## src/rtl/pipe_pkg.sv

```systemverilog
// pipe_pkg
// Shared definitions for the LEGv8 5-stage pipeline: opcode constants,
// the XZR register index, instruction field-slice helpers and the
// IF/ID register update selector.
package pipe_pkg;

  localparam int          REG_IDX_W  = 5;
  localparam logic [4:0]  ZERO_REG   = 5'd31;
  localparam logic [10:0] OP_STUR    = 11'h7C0;
  localparam logic [10:0] OP_LDUR    = 11'h7C2;
  localparam logic [7:0]  OP_CBZ_PFX = 8'hB4;

  // What the IF/ID register does on the coming edge (reset handled separately)
  typedef enum logic [1:0] {
    UPD_LOAD  = 2'd0,
    UPD_STALL = 2'd1,
    UPD_FLUSH = 2'd2
  } upd_e;

  function automatic logic [10:0] get_opcode(input logic [31:0] instr);
    return instr[31:21];
  endfunction

  function automatic logic [4:0] get_rm(input logic [31:0] instr);
    return instr[20:16];
  endfunction

  function automatic logic [4:0] get_rn(input logic [31:0] instr);
    return instr[9:5];
  endfunction

  function automatic logic [4:0] get_rt(input logic [31:0] instr);
    return instr[4:0];
  endfunction

  function automatic logic is_load(input logic [31:0] instr);
    return instr[31:21] == OP_LDUR;
  endfunction

endpackage

```

## src/rtl/hazard_detect.sv

```systemverilog
// hazard_detect
// Purely combinational load-use compare. Takes the already-sliced fields
// of the instruction sitting in decode and the destination of the load
// sitting in ID/EX, and flags whether decode must wait one cycle.
// Ports:
//   valid     - decode slot holds a live instruction
//   mem_read  - ID/EX holds a load
//   rd        - ID/EX destination register
//   opcode    - decode instruction [31:21]
//   rn/rm/rt  - decode instruction source/target fields
//   hazard    - stall request
module hazard_detect
  import pipe_pkg::*;
#(
  parameter logic [4:0] ZERO_REG = pipe_pkg::ZERO_REG
) (
  input  logic        valid,
  input  logic        mem_read,
  input  logic [4:0]  rd,
  input  logic [10:0] opcode,
  input  logic [4:0]  rn,
  input  logic [4:0]  rm,
  input  logic [4:0]  rt,
  output logic        hazard
);

  logic uses_rt;
  logic src_match;

  // Stores and CBZ read Rt as a source; everything else is checked on Rn/Rm
  // regardless of format, which may stall needlessly but never misses.
  assign uses_rt   = (opcode == OP_STUR) || (opcode[10:3] == OP_CBZ_PFX);
  assign src_match = (rd == rn) || (rd == rm) || (uses_rt && (rd == rt));
  assign hazard    = valid && mem_read && (rd != ZERO_REG) && src_match;

endmodule

```

## src/rtl/reg_if_id_hazard.sv

```systemverilog
// reg_if_id_hazard
// IF/ID pipeline register with load-use stall and taken-branch flush.
// Ports:
//   clk, reset          - clock, synchronous active-high reset
//   pc_in, instr_in     - fetched PC and instruction
//   id_ex_mem_read      - ID/EX holds a load
//   id_ex_rd            - ID/EX destination register
//   branch_taken        - taken branch from EX/MEM, squashes this slot
//   pc_out, instr_out   - registered PC/instruction to decode
//   valid_out           - instr_out is live
//   pc_write            - PC enable, low freezes fetch during a stall
//   id_ex_bubble        - zero the ID/EX control fields
//   stall_cnt/flush_cnt - saturating performance counters
module reg_if_id_hazard
  import pipe_pkg::*;
#(
  parameter int         PC_W     = 64,
  parameter int         INSTR_W  = 32,
  parameter int         CNT_W    = 32,
  parameter logic [4:0] ZERO_REG = pipe_pkg::ZERO_REG
) (
  input  logic               clk,
  input  logic               reset,
  input  logic [PC_W-1:0]    pc_in,
  input  logic [INSTR_W-1:0] instr_in,
  input  logic               id_ex_mem_read,
  input  logic [4:0]         id_ex_rd,
  input  logic               branch_taken,
  output logic [PC_W-1:0]    pc_out,
  output logic [INSTR_W-1:0] instr_out,
  output logic               valid_out,
  output logic               pc_write,
  output logic               id_ex_bubble,
  output logic [CNT_W-1:0]   stall_cnt,
  output logic [CNT_W-1:0]   flush_cnt
);

  logic hazard;
  upd_e upd;

  hazard_detect #(
    .ZERO_REG (ZERO_REG)
  ) u_hazard (
    .valid    (valid_out),
    .mem_read (id_ex_mem_read),
    .rd       (id_ex_rd),
    .opcode   (get_opcode(instr_out)),
    .rn       (get_rn(instr_out)),
    .rm       (get_rm(instr_out)),
    .rt       (get_rt(instr_out)),
    .hazard   (hazard)
  );

  // A taken branch discards the slot anyway, so it overrides a stall.
  always_comb begin
    upd = UPD_LOAD;
    if (branch_taken) begin
      upd = UPD_FLUSH;
    end else if (hazard) begin
      upd = UPD_STALL;
    end
  end

  // Both flush and stall need ID/EX to receive a bubble; only a stall
  // freezes fetch. Reset forces the idle values.
  assign pc_write     = reset || (upd != UPD_STALL);
  assign id_ex_bubble = !reset && (upd != UPD_LOAD);

  // Flush still captures pc_in/instr_in; the contents are dead because
  // valid_out drops. Counters stick at all-ones.
  always_ff @(posedge clk) begin
    if (reset) begin
      pc_out    <= '0;
      instr_out <= '0;
      valid_out <= 1'b0;
      stall_cnt <= '0;
      flush_cnt <= '0;
    end else begin
      unique case (upd)
        UPD_FLUSH: begin
          pc_out    <= pc_in;
          instr_out <= instr_in;
          valid_out <= 1'b0;
          if (!(&flush_cnt)) begin
            flush_cnt <= flush_cnt + CNT_W'(1);
          end
        end
        UPD_STALL: begin
          if (!(&stall_cnt)) begin
            stall_cnt <= stall_cnt + CNT_W'(1);
          end
        end
        default: begin
          pc_out    <= pc_in;
          instr_out <= instr_in;
          valid_out <= 1'b1;
        end
      endcase
    end
  end

endmodule

```

## config.mk

```make
export PLATFORM = sky130hd
export DESIGN_NAME = reg_if_id_hazard
export DESIGN_NICKNAME = d
export VERILOG_FILES = /design/src/rtl/pipe_pkg.sv /design/src/rtl/hazard_detect.sv /design/src/rtl/reg_if_id_hazard.sv
export SDC_FILE = /design/constraint.sdc
export NUM_CORES = 1
export LEC_CHECK = 0
export ABC_AREA = 1
export CAP_MARGIN = 20
export CORE_MARGIN = 3
export CORE_UTILIZATION = 46
export DETAILED_ROUTE_END_ITERATION = 8
export PLACE_DENSITY_LB_ADDON = 0.08
export SLEW_MARGIN = 30
export SYNTH_ARGS = -nofsm -noshare
export SYNTH_HDL_FRONTEND = slang
export SYNTH_SLANG_ARGS = --single-unit
```

## constraint.sdc

```tcl
create_clock -name clk -period 3.3 [get_ports clk]
set_input_delay 0.99 -clock clk [delete_from_list [all_inputs] [get_ports clk]]
set_output_delay 0.99 -clock clk [all_outputs]
set_load 0.02 [all_outputs]
```

==> results.md <==
- Mapped cell area: a little over 8000 um^2
- Setup violations, final: 0
- Min Tclk post-route: around 3200 ps
- Worst-Margin Slew: between 800 and 900 ps
- Clk slew on worst S/H paths: 70 ps
- Worst EP arrival: roughly 2200 ps
- Starting Density: 0.477
- Most common cell in the netlist: nand2_1
- Yosys warns: 0
- Synth area leaders: dfxtp_1 (40%), nand2_1 (17%), a21oi_1 (9.6%)
- CORE AREA: 16,900 um^2
- Post-synth top cells: nand2_1 (359), dfxtp_1 (161), a21oi_1 (154), nand3_1 (135), nor2_1 (106)
- CTS sink cnt: ~160
- Clock Skew: approximately 8.5 ps
- Max Root-Sink Buffers: 2
- Final wirelength: roughly 26,000 um
- Ys async rst share: 0
- Slew headroom: 0.400
- Final ANT Viol Nets: 0
- Root Driver: clkbuf_16
- #FFs+latches synth: between 150 and 200
- Routed vias: roughly 8,900
- Post-synth EDFFs: 0
- Area leader, netlist: dfxtp_1
- DR WL/cell: 15.5 um
- Final GP Congestion: between 0.9 and 1
- Max-slew violation count: 0
- Sequential-to-total area share from yosys stat: 0.401
- Share of cells above drive strength 1: 0.0589
- Dpl ws: -911 ps
- Outcome: finished clean
- Layout Nets: 1,571
- Slowest cell delay on critical path: roughly 470 ps
- Slowest stage cell, crit path: clkdlybuf4s50_1
- Die footprint: about 19,000 um^2
- Setup crit end kind: output port
- Lkg Pwr: ~4.4 nW
- P per Cell Area: roughly 400 nW/um^2
- Critical path class: in2out
- Standard-cell rows: 47
- Placed insts: between 1,500 and 2,000
- Largest net degree at the start of global routing: 98
- I/O Buffers: roughly 270
- DR pass1 iterations: 6
- MaxCap Viol Count: 0
- Most frequent CP cell: buf_4
- Hold Violations, Final: 0
- Global-route wire length before repair: approximately 43,000 um
- WP data required: approximately 2300 ps
- DRT iter0 DRCs: 670
- Non-filler cells, final: 1,697
- Vias per cell: about 5.3
- Post-synthesis to final-layout area growth: 43.7%
- Startpoint types: input port
- CTS Buf Count: 17
- Maximum level of the CTS H-tree: 4
- # diodes: 0
- Ys flop type: dfxtp_1
- Die Height: 138 um
- Gate Count Post-Synth: approximately 1,200
- Final Cycle Share: 0.973
- # DRC: 0
- Post-synth top area share: 0.401
- Syn_nets: roughly 1,300
- CTS tree: built
- Synthesized area per cell: between 6 and 7 um^2
- Hold Crit Class: reg2reg
- Grt total ovfl: 0
- Dpl hpwl: around 19,000 um
- Tot GR Track Use: 0.266
- I/O Pins: around 270
- Cell Chain, Critical Path: clkdlybuf4s50_1 -> nand2_1 -> nor2_1 -> buf_4 -> inv_2 -> nor2_4 -> nand3_2 -> buf_4
- Initial antenna violation count: 0
- Vias in the first global route: 8,161
- FMAX: 0.312 GHz
- Worst VDD drop: approximately 0.36 mV
- Die X: 138 um
- Final worst setup slack: approximately 90 ps
- Post-synth cell types: 30
- Worst-path maximum fanout: 3
- Worst-Skew Late Latency: 430 ps
[per-layer routing]
metal	track usage	vias up	part of all wire
met4	0.0775	0	0.019
met3	0.0967	43	0.096
li1	-	4477	-
met1	0.344	4051	0.43
met2	0.421	355	0.45
met5	0	-	0
[layout make-up]
cell class	instances	area, um^2
clock buffer	22	464
clock inverter	10	128
fill	1532	5320
inverter	85	322
multi-input combinational	901	4240
sequential	161	3220
tap	220	275
timing repair buffer	298	2910
[kinds of logic (layout without fill, tap and decap cells)]
group,Yosys count,after routing,synth area share
adders and majority gates,2,2,0.00311
buffers and inverters,154,415,0.0776
AOI/OAI and AO/OA,161,161,0.100
and+or+nand+nor,698,698,0.375
xor gates and xnor gates,40,40,0.0435
DFF,161,161,0.401
[flip-flops by register name (all words and copies together), names as in the netlist]
| register | cells |
|---|---|
| flush_cnt | 32 |
| instr_out | 32 |
| pc_out | 64 |
| stall_cnt | 32 |
| valid_out | 1 |
[stage by stage]
stage               total power [mW]  utilization  TNS [ps]  hold WS, ps  instance area (um^2)
finish                          4.63        0.685         0          477                 11600
global placement                2.68        0.649    -45650          466                 11000
floorplan                       2.35            -         0          540                  8050
detailed placement              2.69        0.649    -47500          471                 11000
CTS                             4.67        0.685         0          480                 11600
global route                    4.81        0.685     -6.91          498                 11600
[worst max-delay path, delay by kind of cell]
family	cells	cell delay, ps
AND/OR/NAND/NOR	4	390
buffers and inverters	4	830
[layout by cell type, fill, tap and decap left out, types with 2 or more instances in the layout]
master and count:
ha_1 2, dfxtp_1 161, nand3_1 134, inv_6 2
bufinv_16 2, nor2_1 103, clkbuf_16 17, nand2_1 358
nand4_1 42, clkbuf_1 3, nand3b_1 8, buf_2 3
buf_6 3, nor4_1 3, clkinvlp_4 2, clkdlybuf4s50_1 259
clkinv_4 4, clkbuf_8 2, a21oi_1 152, inv_1 79
o21ai_0 6, and3_1 2, nor2_2 4, xnor2_1 7
inv_2 5, xor2_1 33, nor3_1 36, buf_12 2
buf_4 30
[final timing paths]
check / from / to / slack, ps / cells after the start
setup / recovery: id_ex_mem_read / pc_write / 90 / 8
hold / removal: pc_out[47] / pc_out[47] / 480 / 2
setup reg to reg: instr_out[6] / stall_cnt[30] / 650 / 13
hold reg to reg: pc_out[47] / pc_out[47] / 480 / 2
[report_power, final]
part | switching (mW) | internal (mW) | total [mW] | leakage, nW
registers | 0.0492 | 2.01 | 2.06 | 1.32
logic | 0.290 | 0.295 | 0.585 | 2.77
clock network | 0.823 | 1.16 | 1.99 | 0.282
total | 1.16 | 3.47 | 4.63 | 4.37
[repair_timing]
action	in CTS	in global routing
pin swaps	7	9
gates resized for setup	30	12
setup buffers	1	1
setup endpoints to repair	62	62
hold buffers	0	0
No activity file was read; power rests on OpenSTA's default activity.
